==> config.mk <==
export PLATFORM = sky130hd
export DESIGN_NAME = data_sa_rd_ctrl
export DESIGN_NICKNAME = d
export VERILOG_FILES = /design/src/rtl/data_sa_pkg.sv /design/src/rtl/data_sa_skid_fifo.sv /design/src/rtl/data_sa_rd_ctrl.sv
export SDC_FILE = /design/constraint.sdc
export NUM_CORES = 1
export LEC_CHECK = 0
export CORE_MARGIN = 5
export CORE_UTILIZATION = 44
export DETAILED_ROUTE_END_ITERATION = 8
export PLACE_DENSITY = 0.67
export RECOVER_POWER = 50
export SLEW_MARGIN = 20
export SYNTH_ARGS = -nofsm -noshare
export SYNTH_HDL_FRONTEND = slang
export SYNTH_SLANG_ARGS = --single-unit
==> constraint.sdc <==
create_clock -name clk -period 4.3 [get_ports clk]
set_clock_uncertainty 0.1 [all_clocks]
set_input_delay 0.43 -clock clk [delete_from_list [all_inputs] [get_ports clk]]
set_output_delay 0.43 -clock clk [all_outputs]
set_load 0.01 [all_outputs]
==> src/rtl/data_sa_pkg.sv <==
// rtl/data_sa_pkg.sv - shared types and geometry for the systolic-array data buffer read path
//
// Purpose: buffer geometry constants, read-sequencer state encoding and the
// job configuration record latched on start.
// Ports: none (package).
package data_sa_pkg;

  localparam int SRAM_DEPTH = 1024;
  localparam int BAND_WIDTH = 16;
  localparam int DATA_WIDTH = 8;
  localparam int AW         = $clog2(SRAM_DEPTH);
  localparam int BW         = $clog2(BAND_WIDTH);

  typedef enum logic [1:0] {
    IDLE  = 2'd0,
    RUN   = 2'd1,
    DRAIN = 2'd2,
    DONE  = 2'd3
  } sa_rd_state_e;

  typedef struct packed {
    logic [AW-1:0] base;
    logic [AW:0]   len;
    logic [BW:0]   num_bank;
  } sa_rd_cfg_t;

endpackage

==> src/rtl/data_sa_skid_fifo.sv <==
// rtl/data_sa_skid_fifo.sv - 2-entry skid FIFO with registered head output
//
// Purpose: absorbs the buffer's one-cycle read latency so the stream can
// stall without losing in-flight read data.
// Ports:
//   clk, rstn   clock, synchronous active-low reset
//   push        write push_data this cycle
//   push_data   W-bit entry (data plus last flag)
//   pop         consume the head entry this cycle
//   pop_data    head entry, driven straight from a register
//   count       number of stored entries, 0..2
module data_sa_skid_fifo #(
  parameter int W = 9
) (
  input  logic         clk,
  input  logic         rstn,
  input  logic         push,
  input  logic [W-1:0] push_data,
  input  logic         pop,
  output logic [W-1:0] pop_data,
  output logic [1:0]   count
);

  logic [W-1:0] head_q;
  logic [W-1:0] tail_q;
  logic [1:0]   count_q;

  assign pop_data = head_q;
  assign count    = count_q;

  // The head register is always the oldest entry, so the output never
  // passes through a read mux; the tail only holds the second entry.
  always_ff @(posedge clk) begin
    if (!rstn) begin
      head_q  <= '0;
      tail_q  <= '0;
      count_q <= 2'd0;
    end else begin
      case (count_q)
        2'd0: begin
          if (push) begin
            head_q  <= push_data;
            count_q <= 2'd1;
          end
        end
        2'd1: begin
          if (push && pop) begin
            head_q <= push_data;
          end else if (push) begin
            tail_q  <= push_data;
            count_q <= 2'd2;
          end else if (pop) begin
            count_q <= 2'd0;
          end
        end
        default: begin
          if (pop) begin
            head_q <= tail_q;
            if (push) begin
              tail_q <= push_data;
            end else begin
              count_q <= 2'd1;
            end
          end
        end
      endcase
    end
  end

  // The issue logic upstream guarantees these never fire.
  always_ff @(posedge clk) begin
    if (rstn) begin
      assert (!(push && !pop && count_q == 2'd2));
      assert (!(pop && count_q == 2'd0));
    end
  end

endmodule

==> src/rtl/data_sa_rd_ctrl.sv <==
// rtl/data_sa_rd_ctrl.sv - read sequencer from the banked SA data buffer to a valid/ready stream
//
// Purpose: on start, scans banks 0..num_bank-1 and offsets base..base+len-1
// (offset inner, wrapping inside the bank), reads the buffer and streams the
// words out with m_last on the final beat.
// Ports:
//   clk, rstn                 clock, synchronous active-low reset
//   start                     launch pulse, honoured only in IDLE
//   cfg_base_addr/len/num_bank job window, latched on start
//   busy, done                job in progress / one-cycle end-of-job pulse
//   enb, addrb, dob           buffer read port (dob valid one cycle after enb)
//   m_valid/m_ready/m_data/m_last  output stream
module data_sa_rd_ctrl
  import data_sa_pkg::*;
(
  input  logic                  clk,
  input  logic                  rstn,
  input  logic                  start,
  input  logic [AW-1:0]         cfg_base_addr,
  input  logic [AW:0]           cfg_len,
  input  logic [BW:0]           cfg_num_bank,
  output logic                  busy,
  output logic                  done,
  output logic                  enb,
  output logic [AW+BW-1:0]      addrb,
  input  logic [DATA_WIDTH-1:0] dob,
  output logic                  m_valid,
  input  logic                  m_ready,
  output logic [DATA_WIDTH-1:0] m_data,
  output logic                  m_last
);

  localparam logic [AW:0]   LEN_ONE  = 1;
  localparam logic [BW:0]   BANK_ONE = 1;
  localparam logic [AW-1:0] ADDR_ONE = 1;

  sa_rd_state_e    state_q;
  sa_rd_cfg_t      cfg_q;
  logic [AW:0]     off_cnt_q;
  logic [BW:0]     bank_cnt_q;
  logic [AW-1:0]   off_addr_q;
  logic            inflight_q;
  logic            inflight_last_q;

  logic [1:0]          fifo_count;
  logic [DATA_WIDTH:0] fifo_out;
  logic                pop;
  logic [2:0]          outstanding;
  logic                can_issue;
  logic                bank_end;
  logic                last_issue;

  assign m_valid = (fifo_count != 2'd0);
  assign pop     = m_valid & m_ready;
  assign {m_last, m_data} = fifo_out;

  // Reads in flight plus words already buffered must fit the two FIFO slots.
  // Issuing at two outstanding is safe only when a slot frees this cycle,
  // which is what keeps a 1 beat/cycle stream bubble-free.
  assign outstanding = {1'b0, fifo_count} + {2'b00, inflight_q};
  assign can_issue   = (outstanding < 3'd2) || ((outstanding == 3'd2) && pop);
  assign enb         = (state_q == RUN) && can_issue;

  assign bank_end   = (off_cnt_q + LEN_ONE == cfg_q.len);
  assign last_issue = bank_end && (bank_cnt_q + BANK_ONE == cfg_q.num_bank);
  assign addrb      = {bank_cnt_q[BW-1:0], off_addr_q};

  assign busy = (state_q == RUN) || (state_q == DRAIN);
  assign done = (state_q == DONE);

  always_ff @(posedge clk) begin
    if (!rstn) begin
      state_q         <= IDLE;
      cfg_q           <= '0;
      off_cnt_q       <= '0;
      bank_cnt_q      <= '0;
      off_addr_q      <= '0;
      inflight_q      <= 1'b0;
      inflight_last_q <= 1'b0;
    end else begin
      // The last flag rides with its read so it lands in the FIFO
      // alongside the matching data word.
      inflight_q      <= enb;
      inflight_last_q <= enb && last_issue;
      case (state_q)
        IDLE: begin
          if (start) begin
            cfg_q.base     <= cfg_base_addr;
            cfg_q.len      <= cfg_len;
            cfg_q.num_bank <= cfg_num_bank;
            off_cnt_q      <= '0;
            bank_cnt_q     <= '0;
            off_addr_q     <= cfg_base_addr;
            state_q        <= ((cfg_len == '0) || (cfg_num_bank == '0)) ? DONE : RUN;
          end
        end
        RUN: begin
          if (enb) begin
            if (last_issue) begin
              state_q <= DRAIN;
            end else if (bank_end) begin
              off_cnt_q  <= '0;
              bank_cnt_q <= bank_cnt_q + BANK_ONE;
              off_addr_q <= cfg_q.base;
            end else begin
              off_cnt_q  <= off_cnt_q + LEN_ONE;
              // Natural AW-bit overflow gives the wrap inside the bank.
              off_addr_q <= off_addr_q + ADDR_ONE;
            end
          end
        end
        DRAIN: begin
          if (pop && m_last) begin
            state_q <= DONE;
          end
        end
        DONE: begin
          state_q <= IDLE;
        end
        default: begin
          state_q <= IDLE;
        end
      endcase
    end
  end

  data_sa_skid_fifo #(
    .W(DATA_WIDTH + 1)
  ) u_skid_fifo (
    .clk       (clk),
    .rstn      (rstn),
    .push      (inflight_q),
    .push_data ({inflight_last_q, dob}),
    .pop       (pop),
    .pop_data  (fifo_out),
    .count     (fifo_count)
  );

endmodule

==> key figures <==
CTS
  • TritonCTS clock tree: built
  • H-Tree Level Count: 3
  • Hold Buf Count CTS: 0
  • CTS max path bufs: 2
  • CTS resizes: 0
  • Skew-Pair Late Insertion Delay: 0.35 ns
  • Total CTS buffers: 9
  • Reg clk slew, reported paths: 0.08 ns
  • Post-CTS Repair Setup Buffers: 0
  • CTS Sinks: 76
  • Root Driver: clkbuf_8

Timing
  • Period utilization: 84.62%
  • Least-Margin Pin Slew: 2.780 ns
  • Max-Slew Margin vs Limit: -85.30%
  • Setup_tns: 0 ns
  • Fmax: 274.8 MHz
  • Final Hold Vio Count: 0
  • Final number of setup-violating endpoints: 0
  • Final worst setup slack: 0.6611 ns
  • Pins Over Slew Limit: 59
  • RSZ-0062 raised after global routing: false
  • Min cycle time layout: 3.639 ns

Run status
  • Violated checks: max-capacitance violations, max-slew violations
  • Outcome: complete, but fails checks

Global routing
  • Initial antenna violation count: 0
  • Global-route wire length before repair: 17660 µm
  • Vias in the first global route: 3616
  • GR Overflow Total: 0
  • Gr usage total: 18.92%
  • Largest net degree at the start of global routing: 59

Place
  • Pre-CTS setup slack: 0.7730 ns
  • Dpl cell area: 4845 µm²
  • RD Place Congestion: 0.8815
  • Detailed placement HPWL: 7663 µm
  • I/O Buffers: 64

Power
  • Power, Total: 0.002503 W
  • VDD IR max: 0.2578 mV
  • Gate power share: 39.6%
  • Sequential Power Share: 38.3%
  • Internal cell power: 0.001544 W
  • Sw Pwr: 0.0009592 W
  • Switching Share: 38.32%
  • Leak: 1.948 nW
  • Clock Power Share: 22.1%
  • PD cells: 496.3 nW/µm²

Drt
  • Initial DRC count: 184
  • Routed Antenna Nets: 0
  • DR pass1 iterations: 5
  • Routed wire per std cell: 15.80 µm
  • DRC: 0
  • Final WL: 10720 µm
  • Routed vias: 3744
  • Via/cell ratio: 5.522

Final layout
  • # nets final: 593
  • Ant. Diodes: 0
  • Post-route cell area: 5042 µm²
  • Area Overhead vs Synth: 21.28%
  • Layout cell share with drive strength beyond 1: 7.104%

Floorplanning
  • Starting density of the core: 45.00%
  • Die Footprint: 11490 µm²
  • Placement Rows: 35
  • Number of I/O pins: 65
  • Die Span X: 107.2 µm
  • Core ar.: 9240 µm²
  • Die height: 107.2 µm

Synth
  • Yosys cell types: 59
  • Commonest register cell after synthesis: dfxtp_1
  • Avg Cell Area, Syn: 8.383 µm²
  • Synth warn: 0
  • Post-Syn Nets: 545
  • Post-synthesis async set-or-reset flop share: 0%
  • Post-synth top area share: 36.59%
  • Synth area leader: dfxtp_1
  • Synth Instances: 496
  • Sequential element share of the synthesized area: 36.59%
  • Synthesis-stage register bit count: 76
  • Post-Syn Area: 4158 µm²
  • Top cells by area, synth: dfxtp_1 (37%), nand2_1 (6.8%), a21oi_1 (6.3%)
  • Most frequent cells after synthesis: dfxtp_1 (76), nand2_1 (75), a21oi_1 (52)
  • Most frequent cell after synthesis: dfxtp_1
  • EDFF count, synth: 0

Critical path
  • Critical path arrival: 3.75 ns
  • Kind of end point of the critical path: flop
  • Worst path required time: 4.41 ns
  • CP Launch Type: input pin
  • Critical setup path kind: in -> reg
  • Crit-path max FO: 58

Worst hold path
  • Worst min-delay path category: reg -> reg

Job
  • Max-Cap Viols: 1
[sequential cells by signal, indices dropped and copies added (netlist names)]
signal                count
bank_cnt_q                5
inflight_last_q           1
u_skid_fifo.count         2
inflight_q                1
u_skid_fifo.tail_q        9
u_skid_fifo.pop_data      9
off_addr_q               10
state_q                   2
off_cnt_q                11
cfg_q                    26
[kinds of logic (layout without fill, tap and decap cells)]
logic type	count (synthesis)	after routing	synth area share, %
fa+ha+maj	11	11	3.310
simple gates	181	181	21.73
buf+inv	48	101	5.387
mux	21	21	5.116
xor+xnor	25	25	5.778
flops	76	76	36.59
compound gates	134	134	22.09
[path summary, 6_finish.rpt]
path / startpoint / endpoint / slack [ns] / cells past startpoint
min: cfg_q[18] / cfg_q[18] / 0.36 / 2
max: rstn / off_cnt_q[8] / 0.66 / 5
max reg2reg: off_cnt_q[0] / off_addr_q[4] / 0.70 / 8
min reg2reg: cfg_q[18] / cfg_q[18] / 0.36 / 2
[power groups by stage]
| stage | Combinational [W] | Clock, W | Sequential [W] |
|---|---|---|---|
| 6_report | 0.000990 | 0.000554 | 0.000959 |
| 2_1_floorplan | 0.000647 | 0 | 0.000965 |
| 4_1_cts | 0.00101 | 0.000571 | 0.000960 |
| 5_1_grt | 0.00109 | 0.000598 | 0.000978 |
| 3_3_place_gp | 0.000991 | 0 | 0.000972 |
| 3_5_place_dp | 0.00101 | 0 | 0.000974 |
[per-stage QoR]
step                cells  hold WS, ns  utilization, %
floorplan             496       0.3365               -
global placement      662       0.3465           52.43
detailed placement    662       0.3503           52.43
CTS                   678       0.3614           54.61
global route          678       0.3849           54.57
finish                678       0.3615           54.57
[placed cells by master (no fill, tap or decap), types with 4 or more instances in the layout]
cell type	synthesis	routed
or3_1	5	5
nor2b_1	8	8
nand2b_1	6	6
ha_1	11	11
nor3_1	4	4
nor2_1	29	29
and2_1	6	5
a211oi_2	5	5
mux2i_1	19	19
clkdlybuf4s50_1	0	44
xnor2_1	9	9
dfxtp_1	76	76
clkbuf_8	0	10
buf_4	5	7
a21oi_1	52	52
dlygate4sd3_1	0	20
o21ai_0	10	10
and3_1	8	8
a211oi_1	17	17
xor2_1	14	14
inv_1	13	12
a31oi_1	13	13
a41oi_1	4	4
o311a_1	5	5
nand4_1	7	7
nand2_1	75	75
nand3_1	18	18
[metal layers]
metal | vias to the layer above | part of all wire [%] | track usage (%)
li1 | 1879 | - | -
met1 | 1760 | 48 | 25.13
met2 | 90 | 46 | 30.56
met3 | 15 | 4.4 | 3.793
met4 | 0 | 1.7 | 6.484
met5 | - | 0 | 0
[worst max-delay path, cell delays in order]
cell,delay (ns)
dlygate4sd3_1,0.68
clkinv_1,0.10
clkbuf_1,1.96
a21o_1,0.41
a31oi_1,0.14
[cell type report]
cell class | count | area (µm²)
clock inverter | 6 | 63.81
multi-input combinational | 372 | 2412
tap | 129 | 161.4
timing repair buffer | 72 | 696.9
inverter | 13 | 48.80
sequential | 76 | 1521
fill | 868 | 4198
clock buffer | 10 | 137.6
(Power assumes the default switching activity.)
